$ cat src/rtl/pe_operand_sequencer_if.sv
// Operand-pair stream into the PE operand sequencer (valid/ready with last marker).
interface pe_operand_sequencer_if #(
  parameter int unsigned WIDTH_DATA = 16
);
  logic                  s_valid_i;
  logic                  s_ready_o;
  logic [WIDTH_DATA-1:0] s_a_i;
  logic [WIDTH_DATA-1:0] s_b_i;
  logic                  s_last_i;

  modport master (output s_valid_i, s_a_i, s_b_i, s_last_i, input s_ready_o);
  modport slave  (input s_valid_i, s_a_i, s_b_i, s_last_i, output s_ready_o);
endinterface

$ cat src/rtl/pe_operand_sequencer.sv
// PE operand sequencer: feeds operand pairs to a process element, frames dot
// products with pe_format_en_o and reports each completed result RES_LAT
// cycles after the format cycle that closes it.
// Optional feature: define PE_SEQ_AUTOFLUSH_EN to build the idle-gap timer
// that flushes a closed dot product after FLUSH_GAP idle cycles.
module pe_operand_sequencer #(
  parameter int unsigned WIDTH_DATA = 16,
  parameter int unsigned LEN_MAX    = 256,
  parameter int unsigned RES_LAT    = 4,
  parameter int unsigned FLUSH_GAP  = 8
) (
  input  logic                           clk,
  input  logic                           rst_n,
  pe_operand_sequencer_if.slave          op,
  input  logic                           flush_i,
  output logic [WIDTH_DATA-1:0]          pe_a_o,
  output logic [WIDTH_DATA-1:0]          pe_b_o,
  output logic                           pe_format_en_o,
  output logic                           res_valid_o,
  output logic [$clog2(LEN_MAX+1)-1:0]   res_len_o,
  output logic                           err_o
);

  localparam int unsigned LW = $clog2(LEN_MAX + 1);

  typedef enum logic [1:0] {IDLE, ACCUM, WAIT_FLUSH, FLUSH} state_t;

  state_t          state, state_nx;
  logic [LW-1:0]   cnt, cnt_nx, cnt_inc;
  logic            xfer, first, over, last_eff, close, gap_hit;
  logic            close_q;
  logic [LW-1:0]   close_len_q;
  logic            dl_vld [RES_LAT];
  logic [LW-1:0]   dl_len [RES_LAT];

`ifdef PE_SEQ_AUTOFLUSH_EN
  localparam int unsigned GW = $clog2(FLUSH_GAP + 1);
  logic [GW-1:0] gap;

  // Idle-cycle counter while a closed dot product waits to be drained
  always_ff @(posedge clk) begin
    if (!rst_n)                            gap <= '0;
    else if (state != WAIT_FLUSH || xfer)  gap <= '0;
    else                                   gap <= gap + GW'(1);
  end

  assign gap_hit = (gap == GW'(FLUSH_GAP - 1));
`else
  assign gap_hit = 1'b0;
`endif

  // State register
  always_ff @(posedge clk) begin
    if (!rst_n) state <= IDLE;
    else        state <= state_nx;
  end

  // Next state, pair counting and dot-product framing
  always_comb begin
    state_nx = state;
    xfer     = op.s_valid_i && op.s_ready_o;
    first    = xfer && (state != ACCUM);
    cnt_inc  = first ? LW'(1) : cnt + LW'(1);
    over     = xfer && !op.s_last_i && (cnt_inc == LW'(LEN_MAX));
    last_eff = op.s_last_i || (cnt_inc == LW'(LEN_MAX));
    cnt_nx   = xfer ? cnt_inc : cnt;
    unique case (state)
      IDLE: begin
        if (xfer) state_nx = last_eff ? WAIT_FLUSH : ACCUM;
      end
      ACCUM: begin
        if (xfer)         state_nx = last_eff ? WAIT_FLUSH : ACCUM;
        else if (flush_i) state_nx = FLUSH;
      end
      WAIT_FLUSH: begin
        if (xfer)                    state_nx = last_eff ? WAIT_FLUSH : ACCUM;
        else if (flush_i || gap_hit) state_nx = FLUSH;
      end
      default: state_nx = IDLE;
    endcase
    // A format cycle closes a previous dot product unless it opens the first after IDLE
    close = (xfer && state == WAIT_FLUSH) || (state_nx == FLUSH);
  end

  // Registered PE drive, handshake, error flag and close marker
  always_ff @(posedge clk) begin
    if (!rst_n) begin
      cnt            <= '0;
      op.s_ready_o   <= 1'b0;
      pe_a_o         <= '0;
      pe_b_o         <= '0;
      pe_format_en_o <= 1'b0;
      err_o          <= 1'b0;
      close_q        <= 1'b0;
      close_len_q    <= '0;
    end else begin
      cnt            <= cnt_nx;
      op.s_ready_o   <= (state_nx != FLUSH);
      pe_a_o         <= xfer ? op.s_a_i : '0;
      pe_b_o         <= xfer ? op.s_b_i : '0;
      pe_format_en_o <= first || (state_nx == FLUSH);
      err_o          <= err_o || over;
      close_q        <= close;
      close_len_q    <= close ? cnt : '0;
    end
  end

  // Result delay line aligning the close marker with the PE result latency
  always_ff @(posedge clk) begin
    if (!rst_n) begin
      for (int i = 0; i < int'(RES_LAT); i++) begin
        dl_vld[i] <= 1'b0;
        dl_len[i] <= '0;
      end
    end else begin
      dl_vld[0] <= close_q;
      dl_len[0] <= close_len_q;
      for (int i = 1; i < int'(RES_LAT); i++) begin
        dl_vld[i] <= dl_vld[i-1];
        dl_len[i] <= dl_len[i-1];
      end
    end
  end

  assign res_valid_o = dl_vld[RES_LAT-1];
  assign res_len_o   = dl_len[RES_LAT-1];

endmodule

$ cat src/flat_wrapper.sv
// flat-port wrapper written by rule: the top's interface ports become plain ports
module pe_operand_sequencer_flat 
#(
  parameter int unsigned WIDTH_DATA = 16,
  parameter int unsigned LEN_MAX    = 256,
  parameter int unsigned RES_LAT    = 4,
  parameter int unsigned FLUSH_GAP  = 8
)
  (clk, rst_n, flush_i, pe_a_o, pe_b_o, pe_format_en_o, res_valid_o, res_len_o, err_o, op_s_valid_i, op_s_a_i, op_s_b_i, op_s_last_i, op_s_ready_o);
  pe_operand_sequencer_if #(.WIDTH_DATA(WIDTH_DATA)) op_i ();
  input  logic clk;
  input  logic rst_n;
  input  logic flush_i;
  output logic [WIDTH_DATA-1:0] pe_a_o;
  output logic [WIDTH_DATA-1:0] pe_b_o;
  output logic pe_format_en_o;
  output logic res_valid_o;
  output logic [$clog2(LEN_MAX+1)-1:0] res_len_o;
  output logic err_o;
  input wire logic [$bits(op_i.s_valid_i)-1:0] op_s_valid_i;
  input wire logic [$bits(op_i.s_a_i)-1:0] op_s_a_i;
  input wire logic [$bits(op_i.s_b_i)-1:0] op_s_b_i;
  input wire logic [$bits(op_i.s_last_i)-1:0] op_s_last_i;
  output wire logic [$bits(op_i.s_ready_o)-1:0] op_s_ready_o;
  assign op_i.s_valid_i = op_s_valid_i;
  assign op_i.s_a_i = op_s_a_i;
  assign op_i.s_b_i = op_s_b_i;
  assign op_i.s_last_i = op_s_last_i;
  assign op_s_ready_o = op_i.s_ready_o;
  pe_operand_sequencer #(.WIDTH_DATA(WIDTH_DATA), .LEN_MAX(LEN_MAX), .RES_LAT(RES_LAT), .FLUSH_GAP(FLUSH_GAP)) u_core (.clk(clk), .rst_n(rst_n), .op(op_i), .flush_i(flush_i), .pe_a_o(pe_a_o), .pe_b_o(pe_b_o), .pe_format_en_o(pe_format_en_o), .res_valid_o(res_valid_o), .res_len_o(res_len_o), .err_o(err_o));
endmodule
$ cat config.mk
export PLATFORM = sky130hd
export DESIGN_NAME = pe_operand_sequencer_flat
export DESIGN_NICKNAME = d
export VERILOG_FILES = /design/src/rtl/pe_operand_sequencer_if.sv /design/src/rtl/pe_operand_sequencer.sv /design/src/flat_wrapper.sv
export SDC_FILE = /design/constraint.sdc
export NUM_CORES = 1
export LEC_CHECK = 0
export BUFFER_PORTS_ARGS = -buffer_cell sky130_fd_sc_hd__buf_2
export CORE_MARGIN = 2
export CORE_UTILIZATION = 51
export DETAILED_ROUTE_END_ITERATION = 7
export PLACE_DENSITY_LB_ADDON = 0.1
export SLEW_MARGIN = 20
export SYNTH_ARGS = -nofsm -noshare
export SYNTH_HDL_FRONTEND = slang
export SYNTH_SLANG_ARGS = --single-unit
$ cat constraint.sdc
create_clock -name clk -period 2.3 [get_ports clk]
set_input_delay 0.115 -clock clk [delete_from_list [all_inputs] [get_ports clk]]
set_output_delay 0.115 -clock clk [all_outputs]
set_load 0.1 [all_outputs]
# Word-level counts from Yosys, hierarchy flattened
# Memory sizes are Yosys's and may differ from the RTL's.
# Index checks and enable logic that the tools add are counted.
totals:
  output_inout_bits: 45
  reg_bits: 56
  input_bits: 37
  ram_bits: 40
  n_memories: 2
  wordCells: 56
op_classes:
  n_mux: 16
  reduce_logical: 14
  n_addsub: 1
  bitwise: 8
  n_eq_ne: 6
mem_list:
  columns: ["memory", "depth", "word_bits", "rd", "rd_ports_with_merged_regs", "write_ports", "line_no", "text"]
  rows:
  - ["u_core.dl_len", 4, 9, 4, 0, 4, "pe_operand_sequencer.sv:34", "logic [LW-1:0] dl_len [RES_LAT];"]
  - ["u_core.dl_vld", 4, 1, 4, 0, 4, "pe_operand_sequencer.sv:33", "logic dl_vld [RES_LAT];"]
ops:
  columns: ["cell", "n"]
  rows:
  - ["two-way mux 9 bit", 5]
  - ["adder 9 x 1 -> 9 bit, second input constant", 1]
  - ["== test 9 bit, second input constant", 1]
  - ["two-way mux 2 bit", 4]
  - ["bitwise OR 1 bit", 8]
  - ["two-way mux 1 bit", 6]
  - ["logical AND 1 bit", 5]
  - ["== test 2 bit, second input constant", 2]
  - ["logical OR 1 bit", 4]
  - ["one-hot mux 2 bit (2 select lines)", 1]
  - ["AND reduction 2 bit", 2]
  - ["== test 2 x 1 -> 1 bit, second input constant", 1]
  - ["logical NOT 2 bit", 1]
  - ["!= test 2 x 1 -> 1 bit, second input constant", 1]
  - ["!= test 2 bit, second input constant", 1]
  - ["OR reduction 2 bit", 1]
  - ["logical NOT 1 bit", 1]

# Depth between registers and ports, before layout
# Gate-level depths: netlist of the first run.
logic_depth:
  word_depth: 11
  depth_mapped: 7
  mapped_depth_nobuf: 7

# Worst setup path after synthesis of the first run
# Ideal clock, no wire load.
synth_path:
  path_kind: "register to register"
  from: "reg u_core.op.s_ready_o"
  to: "reg u_core.close_len_q[5]"
  required_ps: 2241
  setup_slack_ps: 265
  path_buffers: 0
  synth_period_minus_slack_ps: 2035
  arrival_time_ps: 1976
  setup_time_ps: 59
  stages_incl_launch_ff: 6
  path_cell_list: "dfxtp_1 > a211o_1 > a22oi_1 > or3b_4 > a21oi_4 > and2_1"
synth_via:
  elab_chain_cells: 11
  elab_cells_between_ends: 13
  cone_classes: "eq/ne (2); mux (5); reduce/logical (6)"
synth_rtl:
  columns: ["element", "line_no", "text"]
  rows:
  - ["from (decl)", "pe_operand_sequencer_if.sv:12", "modport slave (input s_valid_i, s_a_i, s_b_i, s_last_i, output s_ready_o);"]
  - ["from (signal assigned)", "pe_operand_sequencer.sv:98", "op.s_ready_o <= (state_nx != FLUSH);"]
  - ["logical AND 1 bit *", "pe_operand_sequencer.sv:61", "xfer = op.s_valid_i && op.s_ready_o;"]
  - ["logical AND 1 bit", "pe_operand_sequencer.sv:62", "first = xfer && (state != ACCUM);"]
  - ["two-way mux 9 bit", "pe_operand_sequencer.sv:63", "cnt_inc = first ? LW'(1) : cnt + LW'(1);"]
  - ["== test 9 bit", "pe_operand_sequencer.sv:65", "last_eff = op.s_last_i || (cnt_inc == LW'(LEN_MAX));"]
  - ["logical OR 1 bit", "pe_operand_sequencer.sv:65", null]
  - ["two-way mux 2 bit", "pe_operand_sequencer.sv:69, pe_operand_sequencer.sv:72, pe_operand_sequencer.sv:76", null]
  - ["two-way mux 2 bit (on tied branches)", "pe_operand_sequencer.sv:76, pe_operand_sequencer.sv:69", null]
  - ["one-hot mux 2 bit (2 select lines)", "pe_operand_sequencer.sv:67", "unique case (state)"]
  - ["== test 2 bit", "pe_operand_sequencer.sv:82", "close = (xfer && state == WAIT_FLUSH) || (state_nx == FLUSH);"]
  - ["logical OR 1 bit *", "pe_operand_sequencer.sv:82", null]
  - ["AND reduction 2 bit (no line) *", null, null]
  - ["to (signal assigned)", "pe_operand_sequencer.sv:104", "close_len_q <= close ? cnt : '0;"]
  - ["to (decl)", "pe_operand_sequencer.sv:32", "logic [LW-1:0] close_len_q;"]
# Mark *: on every way between the ends. The rest lies on a longest branch, timed or not.
# A chain may end at the register's enable or synchronous reset.

# Final worst setup path of the first run
layout_path:
  from: "reg u_core.state[1]"
  to: "reg u_core.close_len_q[0]"
layout_via:
  elab_chain_cells: 11
  elab_cells_between_ends: 18
  cone_classes: "eq/ne (5); mux (6); reduce/logical (7)"
layout_rtl:
  columns: ["element", "line_no", "text"]
  rows:
  - ["from (decl)", "pe_operand_sequencer.sv:28", "state_t state, state_nx;"]
  - ["from (signal assigned)", "pe_operand_sequencer.sv:55", "else state <= state_nx;"]
  - ["!= test 2 x 1 -> 1 bit", "pe_operand_sequencer.sv:62", null]
  - ["logical AND 1 bit", "pe_operand_sequencer.sv:62", null]
  - ["two-way mux 9 bit", "pe_operand_sequencer.sv:63", null]
  - ["== test 9 bit", "pe_operand_sequencer.sv:65", null]
  - ["logical OR 1 bit", "pe_operand_sequencer.sv:65", null]
  - ["two-way mux 2 bit", "pe_operand_sequencer.sv:69, pe_operand_sequencer.sv:72, pe_operand_sequencer.sv:76", null]
  - ["two-way mux 2 bit (on tied branches)", "pe_operand_sequencer.sv:76, pe_operand_sequencer.sv:69", null]
  - ["one-hot mux 2 bit (2 select lines)", "pe_operand_sequencer.sv:67", null]
  - ["== test 2 bit", "pe_operand_sequencer.sv:82", null]
  - ["logical OR 1 bit *", "pe_operand_sequencer.sv:82", null]
  - ["AND reduction 2 bit (no line) *", null, null]
# Marked as above.

==> flow_summary.ini, run 1 <==
[synthesis]
synth_cell_type_count = 41
synth_common_cells = dfxtp_1, and2_1, and3_1
synth_flop_cell = dfxtp_1
synth_warnings = 0
synth_edf_count = 0
synthTopCellsByArea = dfxtp_1, and2_1, and3_1
synth_top_area_share = 0.618
synth_compound_area_frac = 0.0753
synth_top_family_by_area = simple AND/OR/NAND/NOR gates
synthesis.area_mm2 = 0.00311
synthMuxAreaShare = 0
netlist_instances = 289
synth_nets = 331
synth.most_common_cell = dfxtp_1
synth_xor_area_frac = 0.00282
seq_area_frac_synth = 0.618
yosys.area.top_type = dfxtp_1
yosys.area_share.simple = 0.251
synthAdderAreaFrac = 0.0201
syn_area_per_cell_um2 = 10.8
ys_ff_latch = 96
ys_async_sr_fraction = 0

[hold_path]
holdPathEnd = u_core.pe_b_o[13]
min_from = op_s_b_i[13]
hold_path_depth = 2
hp-class = input pin to flip-flop

[sta]
drv_slew = 0
min_period_ps = 2000
setup_viol = 0
finalHoldViolCount = 0
fmax_mhz = 500
worst_pin_slew_ps = 501
period_share = 0.869
layout_setup_ws_ps = 302
hold_ws_ps = 12.7
rsz0062_at_grt = false
timing.setup.tns_ps = 0
skew_ps = 11.0
slew_headroom = 0.666

[drt]
vias_per_cell = 4.74
dr.first_iter.drc_count = 111
drtAntennaViolNets = 0
top_layer = met4
post_drt_wl_per_cell_um = 12.5
drtPass1Iterations = 4
met3WireLength_um = 245
vias = 2250
drc_errors = 0
routed_wl_um = 5930
m1WireLength_um = 2570
wl_met2_um = 3020

[die]
rows = 28
coreArea_mm2 = 0.00592
die_w_um = 82.1
die_area_mm2 = 0.00674
ios = 82
die-height_um = 82.1
initial_utilization = 0.525

[power]
pwr-share-clk = 0.312
power.switching_mw = 1.01
p_int_mw = 2.44
seqPwrFrac = 0.506
power_density_mw_per_mm2 = 853
sw_frac_of_total = 0.293
p_leak_nw = 1.93
pwr-share-comb = 0.182
ir_drop_v = 0.000520

[critical_path]
crit_path_top_delay_cell = dfxtp_1
arrival_ps = 2290
path_buf_inv = 1
cp_slowest_stage_delay_ps = 420
cp_top_family = simple AND/OR/NAND/NOR gates
crit-reg2reg-capture = u_core.close_len_q[0]
r2r_start = u_core.state[1]
required_ps = 2590
reg2reg_depth = 7
crit_type = flip-flop to flip-flop
regToRegSetupSlack_ps = 300
endpoint_kind = flip-flop
cp_max_fo = 10
worstPathCellList = inv_1, ha_1, nand2_1, a21oi_4, or3b_4, a21oi_4, and2_1
cp_common_cell = a21oi_4
start_kind = flip-flop
worstSetupPathDepth = 7

[place]
dp_slack_ps = 321
port_buffers = 81
dp_hpwl_um = 3500
place.gp.congestion = 0.854
dp.cells = 429

[cells_and_area]
diodes = 0
finalNetCount = 438
layout-drive-gt1-share = 0.273
final_util = 0.684
area_growth_pct = 30.2
final_cells = 475

[grt]
grt_start_max_net_pins = 75
grt_pass1_wl_um = 8960
track_usage = 0.177
antenna_found_initial = 0
overflow = 0
grt_pass1_vias = 1987

[run]
max-cap-violations = 0

[cts]
clkTransAtPathRegs_ps = 90
cts_sinks = 96
h-tree-depth = 3
cts_tree = done
root_buffer = clkbuf_8
post-cts-setup-buffers = 0
clk_latency_ps = 350
ctsLongestPathBuffers = 2
cts_buffers = 9

[run_status]
outcome = finished, final reports clean
==> worst max path at each step <==
| stage | from | end | slack, ps |
|---|---|---|---|
| 6_report | u_core.state[1] | u_core.close_len_q[0] | 300 |
| 5_1_grt | u_core.state[1] | u_core.close_len_q[5] | 140 |
| 4_1_cts | u_core.state[1] | u_core.close_len_q[0] | 300 |
| 3_5_place_dp | u_core.state[1] | u_core.close_len_q[7] | 320 |
| 3_3_place_gp | u_core.state[1] | u_core.close_len_q[4] | 440 |
| 2_1_floorplan | u_core.op.s_ready_o | u_core.close_len_q[5] | 260 |
==> cells by family after synthesis <==
| family | count (synthesis) |
|---|---|
| fa+ha+maj | 5 |
| compound gates | 31 |
| flops | 96 |
| xor+xnor | 1 |
| simple gates | 132 |
| buf+inv | 24 |
==> cell type report <==
class	count	area, um2
fillers	463	1870
clock buffers	10	138
flip-flops and latches	96	1920
multi-input cells	169	1080
well taps	75	93.8
inverters	6	22.5
repair buffers	114	731
clock inverters	5	56.3
==> registers in the layout, summed over array words and instances, names as in the netlist <==
register	flops
u_core.dl_len	36
u_core.pe_a_o	16
u_core.pe_b_o	16
u_core.close_len_q	9
u_core.cnt	9
u_core.dl_vld	4
u_core.state	2
u_core.close_q	1
u_core.err_o	1
u_core.op.s_ready_o	1
u_core.pe_format_en_o	1
==> stage by stage <==
stage	instance area, um2	power, mW
after floorplan	3110	2.25
after global placement	3540	2.36
after detailed placement	3540	2.37
after CTS	4050	3.48
after global routing	4050	3.60
final	4050	3.45
==> repair_timing <==
action,in CTS,in global routing
resized for setup,0,0
hold buffers,31,0
hold endpoints to repair,31,0
==> power by group through the flow <==
stage / clock network (mW) / logic, mW / registers (mW)
2_1_floorplan: 0 / 0.243 / 2.01
3_3_place_gp: 0 / 0.575 / 1.78
3_5_place_dp: 0 / 0.584 / 1.78
4_1_cts: 1.11 / 0.628 / 1.75
5_1_grt: 1.18 / 0.673 / 1.75
6_report: 1.08 / 0.629 / 1.75
==> cells in the final DEF, fill, tap and decap left out, drive strengths merged, types with 2 or more instances in the layout <==
| cell type | n |
|---|---|
| dfxtp | 96 |
| and3 | 34 |
| and2 | 52 |
| a311oi | 2 |
| inv | 7 |
| a21o | 6 |
| clkbuf | 10 |
| nor2 | 13 |
| nor3 | 7 |
| a21oi | 13 |
| clkinv | 2 |
| nor4 | 3 |
| nand3 | 6 |
| o21ai | 2 |
| nand2 | 9 |
| ha | 5 |
| dlygate4sd3 | 31 |
| buf | 83 |
==> layer usage <==
metal,up-vias,GRT usage
li1,1179,-
met1,1015,0.200
met2,47,0.309
met3,9,0.0473
met4,0,0.0800
met5,-,0
No activity file was read; power rests on OpenSTA's default activity.
==> run 2, diff against run 1 <==
--- a/config.mk
+++ b/config.mk
@@ -7,9 +7,10 @@
 export LEC_CHECK = 0
 export BUFFER_PORTS_ARGS = -buffer_cell sky130_fd_sc_hd__buf_2
 export CORE_MARGIN = 2
-export CORE_UTILIZATION = 51
+export CORE_UTILIZATION = 46
 export DETAILED_ROUTE_END_ITERATION = 7
 export PLACE_DENSITY_LB_ADDON = 0.1
+export SKIP_CTS_REPAIR_TIMING = 1
 export SLEW_MARGIN = 20
 export SYNTH_ARGS = -nofsm -noshare
 export SYNTH_HDL_FRONTEND = slang
==> constraint.sdc (replaced) <==
create_clock -name clk -period 1.8 [get_ports clk]
set_input_delay 0.09 -clock clk [delete_from_list [all_inputs] [get_ports clk]]
set_output_delay 0.09 -clock clk [all_outputs]
set_load 0.1 [all_outputs]
==> run 2 against run 1 <==
  * Clock-buffer cell count grew 1
  * Flip-flop and latch count is the same
  * First-iteration DRC count is 19% lower
  * Sequential share of layout area down 1.5 points
  * Worst setup slack got worse by 260 ps
  * Clock skew is 3.0 ps lower
  * Hold slack is essentially flat
  * Critical endpoint is now u_core.close_len_q[6]
==> flow_summary.ini, run 2 (synthesis gave the netlist of run 1 again) <==
[cts]
ctsLongestPathBuffers = 2
clk_latency_ps = 340
clkTransAtPathRegs_ps = 90
h-tree-depth = 3
cts_sinks = 96
root_buffer = clkbuf_8
cts_tree = done
cts_buffers = 9

[power]
pwr-share-clk = 0.284
power.switching_mw = 1.34
seqPwrFrac = 0.499
p_int_mw = 3.12
sw_frac_of_total = 0.301
finalPower_mw = 4.45
pwr-share-comb = 0.217
ir_drop_v = 0.000692
power_density_mw_per_mm2 = 1060
p_leak_nw = 1.98

[die]
rows = 29
coreArea_mm2 = 0.00646
ios = 82
die_w_um = 86.2
die-height_um = 86.2
initial_utilization = 0.481
die_area_mm2 = 0.00743

[sta]
min_period_ps = 1760
drv_slew = 0
setup_viol = 0
timing.setup.tns_ps = 0
rsz0062_at_grt = true
skew_ps = 8.02
period_share = 0.976
worst_pin_slew_ps = 588
finalHoldViolCount = 0
fmax_mhz = 569
slew_headroom = 0.608
layout_setup_ws_ps = 43.7

[grt]
track_usage = 0.147
grt_pass1_vias = 2002
grt_start_max_net_pins = 75
antenna_found_initial = 0
grt_pass1_wl_um = 8790
overflow = 0

[cells_and_area]
finalNetCount = 449
layout-drive-gt1-share = 0.324
final_util = 0.648
final_common_cell = dfxtp_1
design_area_mm2 = 0.00419
final_cell_mix = dfxtp_1, buf_2, and2_1, and3_1, dlygate4sd3_1
area_growth_pct = 34.6
diodes = 0
largest_reg_flops = 36
top_regs = u_core.dl_len: 36 flops, u_core.pe_a_o: 16 flops, u_core.pe_b_o: 16 flops
top_register = u_core.dl_len

[critical_path]
required_ps = 2090
cp_common_cell = a21oi_4
path_buf_inv = 1
cp_slowest_stage_delay_ps = 450
cp_max_fo = 5
arrival_ps = 2040
crit_path_top_delay_cell = or3b_4
crit_type = flip-flop to flip-flop
start_kind = flip-flop
cp_top_family = simple AND/OR/NAND/NOR gates
worstPathCellList = inv_2, ha_4, o21ai_4, a21oi_4, or3b_4, a21oi_4, and2_1
endpoint_kind = flip-flop

[drt]
drtAntennaViolNets = 0
vias = 2329
vias_per_cell = 4.77
routed_wl_um = 6060
post_drt_wl_per_cell_um = 12.4
dr.first_iter.drc_count = 90
drc_errors = 0
drtPass1Iterations = 6

[place]
dpl-instance-area_mm2 = 0.00361
dp_hpwl_um = 3510
port_buffers = 81
dp_slack_ps = -14.1
place.gp.congestion = 0.868

[hold_path]
hp-class = input pin to flip-flop

[run_status]
outcome = finished, final reports clean

[run]
max-cap-violations = 0
==> run 2: cell types whose count changed in the layout (fill, tap and decap cells not counted), sizes merged <==
cell	delta
clkbuf	+1
buf	+9
clkinv	-1
bufinv	-1
a21oi	+1
clkinvlp	+1
dlygate4sd3	+1
==> run 2: path summary, 6_finish.rpt <==
path                            start  slack [ps]  cells past startpoint               endpoint
setup / recovery      u_core.state[1]          40                      7  u_core.close_len_q[6]
hold / removal            op_s_last_i          10                      2        u_core.state[1]
setup reg to reg      u_core.state[1]          40                      7  u_core.close_len_q[6]
hold reg to reg   u_core.dl_len[2][3]         440                      1    u_core.dl_len[3][3]
==> run 2: area by class of cell <==
class                   instances  area (um2)
clock buffers                  11         151
clock inverters                 4        28.8
fillers                       519        2270
inverters                       6        22.5
multi-input cells             170        1150
flip-flops and latches         96        1930
well taps                      77        96.3
repair buffers                124         808
==> run 2: worst reg2reg max path, cell delays in order, from the launching register on <==
cell	delay, ps
dfxtp_2	350
inv_2	50
ha_4	290
o21ai_4	60
a21oi_4	140
or3b_4	450
a21oi_4	210
and2_1	160
==> run 2: through the flow <==
step	hold slack, ps	instances
floorplan	227	289
global placement	320	439
detailed placement	323	439
CTS	-41.8	454
global route	1.81	488
finish	12.2	488
==> run 2: power by group through the flow <==
stage | Combinational, mW | Clock (mW) | Sequential [mW]
finish | 0.965 | 1.27 | 2.22
floorplan | 0.310 | 0 | 2.57
global placement | 0.796 | 0 | 2.26
detailed placement | 0.803 | 0 | 2.27
global route | 1.02 | 1.40 | 2.23
CTS | 0.807 | 1.30 | 2.22
==> run 2: layer usage <==
layer  share of wire  GRT usage
met4           0.016     0.0639
met1            0.44      0.172
met3           0.038     0.0390
met2            0.50      0.255
met5               0          0
